<file path="config.mk">
export PLATFORM = sky130hd
export DESIGN_NAME = if_prefetch_stage
export DESIGN_NICKNAME = d
export VERILOG_FILES = /design/src/rtl/if_prefetch_stage.sv
export SDC_FILE = /design/constraint.sdc
export NUM_CORES = 1
export LEC_CHECK = 0
export ABC_AREA = 1
export CORE_MARGIN = 10
export CORE_UTILIZATION = 46
export CTS_CLUSTER_SIZE = 24
export DETAILED_ROUTE_END_ITERATION = 7
export GPL_ROUTABILITY_DRIVEN = 1
export PLACE_DENSITY = 0.71
export SKIP_LAST_GASP = 1
export SLEW_MARGIN = 20
export SYNTH_ARGS = -nofsm -noshare
export SYNTH_HDL_FRONTEND = slang
export SYNTH_SLANG_ARGS = --single-unit
</file>
<file path="constraint.sdc">
create_clock -name clk -period 4.4 [get_ports clk]
set_clock_uncertainty 0.2 [all_clocks]
set_input_delay 0.44 -clock clk [delete_from_list [all_inputs] [get_ports clk]]
set_output_delay 0.44 -clock clk [all_outputs]
set_load 0.01 [all_outputs]
</file>
<file path="src/rtl/if_prefetch_stage.sv">
// Instruction-fetch stage: PC generator, in-order imem request/response port and a
// DEPTH-entry prefetch queue that presents instructions to ID over valid/ready.
module if_prefetch_stage #(
    parameter int unsigned     XLEN     = 32,
    parameter int unsigned     DEPTH    = 4,
    parameter logic [XLEN-1:0] RESET_PC = '0
) (
    input  logic                       clk,
    input  logic                       rst,
    input  logic                       dbg_run,
    input  logic                       redirect_valid,
    input  logic [XLEN-1:0]            redirect_pc,
    output logic                       imem_req_valid,
    input  logic                       imem_req_ready,
    output logic [XLEN-1:0]            imem_req_addr,
    input  logic                       imem_rsp_valid,
    input  logic [XLEN-1:0]            imem_rsp_data,
    output logic                       id_valid,
    input  logic                       id_ready,
    output logic [XLEN-1:0]            id_pc_plus4,
    output logic [XLEN-1:0]            id_instr,
    output logic [XLEN-1:0]            pc_out,
    output logic [$clog2(DEPTH+1)-1:0] occupancy
);

    localparam int PTR_W  = $clog2(DEPTH);
    localparam int CNT_W  = $clog2(DEPTH+1);
    // Back-to-back redirects can stack stale fetches beyond one queue's worth.
    localparam int DROP_W = CNT_W + 2;

    function automatic logic [XLEN-1:0] align4(input logic [XLEN-1:0] a);
        return a & ~XLEN'(3);
    endfunction

    logic [XLEN-1:0]   fetch_pc_q, fetch_pc_d;
    logic [PTR_W-1:0]  head_q, head_d;
    logic [PTR_W-1:0]  tail_q, tail_d;
    logic [PTR_W-1:0]  fill_q, fill_d;
    logic [CNT_W-1:0]  cnt_q, cnt_d;
    logic [CNT_W-1:0]  out_q, out_d;
    logic [DROP_W-1:0] drop_q, drop_d;
    logic [DEPTH-1:0]  dv_q, dv_d;

    logic [XLEN-1:0]   pc4_q   [DEPTH];
    logic [XLEN-1:0]   instr_q [DEPTH];

    logic req_fire;
    logic pop;
    logic head_rdy;
    logic rsp_take;
    logic rsp_drop;
    logic rsp_stale;

    assign imem_req_valid = rst && dbg_run && !redirect_valid && (cnt_q < CNT_W'(DEPTH));
    assign req_fire       = imem_req_valid && imem_req_ready;
    assign imem_req_addr  = fetch_pc_q;
    assign pc_out         = fetch_pc_q;
    assign occupancy      = cnt_q;

    assign head_rdy    = (cnt_q != '0) && dv_q[head_q];
    assign id_valid    = dbg_run && !redirect_valid && head_rdy;
    assign pop         = id_valid && id_ready;
    assign id_instr    = head_rdy ? instr_q[head_q] : '0;
    assign id_pc_plus4 = head_rdy ? pc4_q[head_q] : '0;

    // Stale responses are consumed before any response may fill a live slot.
    assign rsp_drop  = imem_rsp_valid && !redirect_valid && (drop_q != '0);
    assign rsp_take  = imem_rsp_valid && !redirect_valid && (drop_q == '0) && (out_q != '0);
    assign rsp_stale = imem_rsp_valid && ((drop_q != '0) || (out_q != '0));

    always_comb begin
        fetch_pc_d = fetch_pc_q;
        head_d     = head_q;
        tail_d     = tail_q;
        fill_d     = fill_q;
        cnt_d      = cnt_q;
        out_d      = out_q;
        drop_d     = drop_q;
        dv_d       = dv_q;
        if (redirect_valid) begin
            fetch_pc_d = align4(redirect_pc);
            head_d     = '0;
            tail_d     = '0;
            fill_d     = '0;
            cnt_d      = '0;
            out_d      = '0;
            dv_d       = '0;
            drop_d     = drop_q + DROP_W'(out_q) - DROP_W'(rsp_stale);
        end else begin
            if (rsp_drop) begin
                drop_d = drop_q - DROP_W'(1);
            end
            if (rsp_take) begin
                dv_d[fill_q] = 1'b1;
                fill_d       = fill_q + PTR_W'(1);
            end
            if (pop) begin
                dv_d[head_q] = 1'b0;
                head_d       = head_q + PTR_W'(1);
            end
            if (req_fire) begin
                dv_d[tail_q] = 1'b0;
                tail_d       = tail_q + PTR_W'(1);
                fetch_pc_d   = fetch_pc_q + XLEN'(4);
            end
            cnt_d = cnt_q + CNT_W'(req_fire) - CNT_W'(pop);
            out_d = out_q + CNT_W'(req_fire) - CNT_W'(rsp_take);
        end
    end

    always_ff @(posedge clk or negedge rst) begin
        if (!rst) begin
            fetch_pc_q <= RESET_PC;
            head_q     <= '0;
            tail_q     <= '0;
            fill_q     <= '0;
            cnt_q      <= '0;
            out_q      <= '0;
            drop_q     <= '0;
            dv_q       <= '0;
        end else begin
            fetch_pc_q <= fetch_pc_d;
            head_q     <= head_d;
            tail_q     <= tail_d;
            fill_q     <= fill_d;
            cnt_q      <= cnt_d;
            out_q      <= out_d;
            drop_q     <= drop_d;
            dv_q       <= dv_d;
        end
    end

    // Slot payload: PC+4 captured at allocation, instruction at response.
    always_ff @(posedge clk) begin
        if (req_fire) begin
            pc4_q[tail_q] <= fetch_pc_q + XLEN'(4);
        end
        if (rsp_take) begin
            instr_q[fill_q] <= imem_rsp_data;
        end
    end

endmodule

</file>
==> impl_metrics.prom <==
# TYPE chip_impl_metric gauge
chip_impl_metric{name="groute.layer.met3.usage",unit=""} 0.0394
chip_impl_info{name="grt_most_used_layer",value="met2"} 1
chip_impl_metric{name="final_stage_net_count",unit=""} 1614
chip_impl_metric{name="muxShareOfSynthArea",unit=""} 0
chip_impl_metric{name="synthesis.instances",unit=""} 1355
chip_impl_metric{name="vias",unit=""} 9844
chip_impl_metric{name="detailed_place.area",unit="mm²"} 0.0158
chip_impl_metric{name="yosys_warnings",unit=""} 0
chip_impl_metric{name="clk_path_buf_depth",unit=""} 3
chip_impl_info{name="timing.critical_path.cells",value="buf_4, nor2_1, nor2_1, o21ai_0, a21oi_1, clkdlybuf4s50_1"} 1
chip_impl_metric{name="floorplan.initialDensity",unit=""} 0.465
chip_impl_metric{name="final_max_slew_viol_count",unit=""} 0
chip_impl_metric{name="design.die.area",unit="mm²"} 0.0371
chip_impl_metric{name="grt_use_total",unit=""} 0.181
chip_impl_info{name="critPathCaptureType",value="output port"} 1
chip_impl_info{name="reg2reg_to",value="occupancy[2]"} 1
chip_impl_metric{name="grt.met2_usage",unit=""} 0.306
chip_impl_info{name="critical_path.most_common_cell",value="nor2_1"} 1
chip_impl_info{name="worstSetupEndpoint",value="id_pc_plus4[28]"} 1
chip_impl_metric{name="pin_count_of_the_biggest_net_entering_global_routing",unit=""} 99
chip_impl_metric{name="finish.cell_count_without_fillers",unit=""} 1927
chip_impl_metric{name="core_region_area",unit="mm²"} 0.0295
chip_impl_metric{name="tightestPinTransition",unit="ns"} 1.10
chip_impl_metric{name="timing.critical_path.buf_inv",unit=""} 2
chip_impl_info{name="critPathTopFamily",value="buffers and inverters"} 1
chip_impl_metric{name="final_core_util",unit=""} 0.569
chip_impl_metric{name="placementRows",unit=""} 63
chip_impl_metric{name="clock_sinks",unit=""} 299
chip_impl_metric{name="r2r_setup_slack",unit="ns"} 1.22
chip_impl_metric{name="grt_pass1_vias",unit=""} 9884
chip_impl_metric{name="rr_worst_depth",unit=""} 13
chip_impl_metric{name="post_cts_buffers",unit=""} 0
chip_impl_metric{name="worst_setup_hold_path_clk_slew",unit="ns"} 0.06
chip_impl_metric{name="antenna_cells_inserted",unit=""} 0
chip_impl_metric{name="place_inst",unit=""} 1871
chip_impl_metric{name="routed_wl",unit="mm"} 34.0
chip_impl_info{name="rsz0062_at_grt",value="false"} 1
chip_impl_metric{name="num-fill-cells",unit=""} 2476
chip_impl_metric{name="routed_via_density",unit=""} 5.11
chip_impl_metric{name="powerDensity",unit="mW/mm²"} 396
chip_impl_metric{name="die_w",unit="µm"} 193
chip_impl_metric{name="grt_pass1_wl",unit="mm"} 53.0
chip_impl_metric{name="critical_path_peak_fanout",unit=""} 98
chip_impl_metric{name="vdd_drop_max",unit="V"} 0.000337
chip_impl_metric{name="postSynthAreaPerCell",unit="µm²"} 10.1
chip_impl_info{name="crit_startpoint",value="head_q[0]"} 1
chip_impl_metric{name="fin_setup_tns",unit="ns"} 0
chip_impl_info{name="main_combinational_cell_family_by_area_after_synthesis",value="simple AND/OR/NAND/NOR gates"} 1
chip_impl_metric{name="worstPathRequired",unit="ns"} 3.76
chip_impl_metric{name="final-setup-viol-count",unit=""} 0
chip_impl_metric{name="register_area",unit="mm²"} 0.00873
chip_impl_metric{name="wl_per_cell",unit="µm"} 17.6
chip_impl_metric{name="cts_made_buffers",unit=""} 30
chip_impl_metric{name="cpPeakStageDelay",unit="ns"} 0.84
chip_impl_metric{name="die_boundary_height",unit="µm"} 193
chip_impl_metric{name="cts-htree-levels",unit=""} 1
chip_impl_metric{name="seq_area_frac_synth",unit=""} 0.637
chip_impl_metric{name="post_cts_resized",unit=""} 0
chip_impl_info{name="status",value="finished clean"} 1
chip_impl_metric{name="clk_latency",unit="ns"} 0.54
chip_impl_metric{name="syn_to_final_growth",unit="%"} 22.4
chip_impl_info{name="slowest_stage",value="buf_4"} 1
chip_impl_metric{name="post-route-min-period",unit="ns"} 4.03
chip_impl_metric{name="final_area",unit="mm²"} 0.0168
chip_impl_metric{name="timing.hold.ws",unit="ns"} 0.0476
chip_impl_metric{name="path_depth",unit=""} 6
chip_impl_metric{name="yosys.area_share.xor_xnor",unit=""} 0.0132
chip_impl_metric{name="gr-usage-met1",unit=""} 0.229
chip_impl_metric{name="place.detailed.hpwl",unit="mm"} 22.1
chip_impl_metric{name="synth_area_in_simple_gates",unit=""} 0.173
chip_impl_metric{name="synth_compound_gate_area_share",unit=""} 0.0852
chip_impl_metric{name="cp_data_arrival_time",unit="ns"} 3.39
chip_impl_metric{name="synth_cell_types",unit=""} 31
chip_impl_metric{name="synth_fa_ha_area_frac",unit=""} 0.0281
chip_impl_metric{name="power.leakage",unit="nW"} 6.32
chip_impl_metric{name="max_cap_viols",unit=""} 0
chip_impl_metric{name="routability_congestion_estimate_from_global_placement",unit=""} 0.835
chip_impl_metric{name="drtAntennaViolNets",unit=""} 0
chip_impl_metric{name="syn_area",unit="mm²"} 0.0137
chip_impl_metric{name="boundaryPins",unit=""} 204
chip_impl_metric{name="hold_violations",unit=""} 0
chip_impl_info{name="critPathLaunchType",value="flip-flop"} 1
chip_impl_metric{name="final_layout_size_suffix_gt1_frac",unit=""} 0.0651
chip_impl_info{name="timing.hold.worst.class",value="input port to flip-flop"} 1
chip_impl_info{name="cts_tree",value="yes"} 1
chip_impl_metric{name="fin_crit_sh",unit=""} 0.917
chip_impl_metric{name="synth.ff_latch_count",unit=""} 299
chip_impl_metric{name="post-route-drc-count",unit=""} 0
chip_impl_metric{name="slew_headroom",unit=""} 0.267
chip_impl_metric{name="max_freq",unit="MHz"} 248
chip_impl_metric{name="placement.io_buffers",unit=""} 195
chip_impl_metric{name="grt_antenna_before_repair",unit=""} 0
chip_impl_metric{name="area_of_the_multi_input_gates",unit="mm²"} 0.00414
chip_impl_info{name="setup.worst_path.class",value="flip-flop to output port"} 1
chip_impl_metric{name="grt.overflow.total",unit=""} 0
chip_impl_info{name="clk_root_buffer_cell",value="clkbuf_16"} 1
chip_impl_info{name="worst_r2r_startpoint",value="head_q[0]"} 1
chip_impl_metric{name="number_of_drc_markers_in_iteration_0",unit=""} 671
chip_impl_metric{name="drt_pass1_iterations",unit=""} 5
## layout by cell type (no fill, tap or decap), types with 13 or more instances in the layout
master,count
a21oi_1,71
buf_4,19
ha_1,26
inv_1,84
nand2_1,217
clkdlybuf4s50_1,193
nor2_1,306
o21ai_0,155
nand3_1,37
edfxtp_1,248
dfrtp_1,49
xor2_1,14
nor2_2,13
clkbuf_16,31
## sequential cells by signal, indices dropped and copies added, names as in the netlist
signal and flops:
occupancy 3, tail_q 2, imem_req_addr 30, instr_q 128, out_q 3, pc4_q 120
fill_q 2, drop_q 5, dv_q 4, head_q 2
## cell type report
type	instances	share of cell area
timing repair buffer	215	0.125
clock buffer	40	0.0501
clock inverter	15	0.00791
sequential	299	0.521
tap	390	0.0291
multi-input combinational	877	0.247
inverter	91	0.0204
## metal layers
metal	up-vias	wire length, µm
met2	318	16200
li1	4793	-
met1	4680	14200
met5	-	0
met3	53	2790
met4	0	828
## Yosys cell counts (all sizes together)
cell	count	area [µm²]
edfxtp	248	7450
nand2	224	858
inv	89	334
o21ai	155	776
nand3b	3	22.5
nor3	2	10.0
o211ai	4	30.0
nor2	321	1240
xnor2	3	26.3
a31oi	1	6.26
fa	3	60.1
nand3	37	185
clkbuf	17	63.8
xor2	16	155
buf	76	457
conb	1	3.75
ha	26	325
nand4	3	40.0
clkinv	2	7.51
a21oi	71	355
dfrtp	51	1280
and2	2	12.5
## cell families (layout without fill, tap and decap cells)
kind of cell             Yosys count  in the layout
AND/OR/NAND/NOR                  592            592
adder cells (fa/ha/maj)           29             29
buffers and inverters            184            361
other                              1              6
flip-flops                       299            299
AO/OA/AOI/OAI                    231            231
XOR/XNOR                          19             19
## metrics by stage
step	worst slack, ns	total power, mW
2_1_floorplan	1.68	3.86
3_3_place_gp	0.874	4.18
3_5_place_dp	0.891	4.21
4_1_cts	0.262	6.70
5_1_grt	0.0732	6.94
6_report	0.367	6.63
## where the power goes
group	leakage, nW	total (mW)	switching (mW)	internal (mW)
logic	2.98	0.899	0.527	0.372
registers	2.88	3.25	0.0912	3.16
clock network	0.472	2.49	1.03	1.45
total	6.32	6.63	1.65	4.98
## what timing repair did
item	in CTS	in global routing
endpoints found under the setup margin	0	0
hold buffers	1	0
hold endpoints to repair	6	0
## worst min path at each step
stage | to | from | cells after the start
floorplan | drop_q[0] | rst | 0
global placement | imem_req_addr[16] | rst | 1
detailed placement | imem_req_addr[16] | rst | 1
CTS | out_q[1] | redirect_valid | 2
global route | occupancy[1] | redirect_valid | 2
finish | out_q[1] | redirect_valid | 2
(Power assumes the default switching activity.)
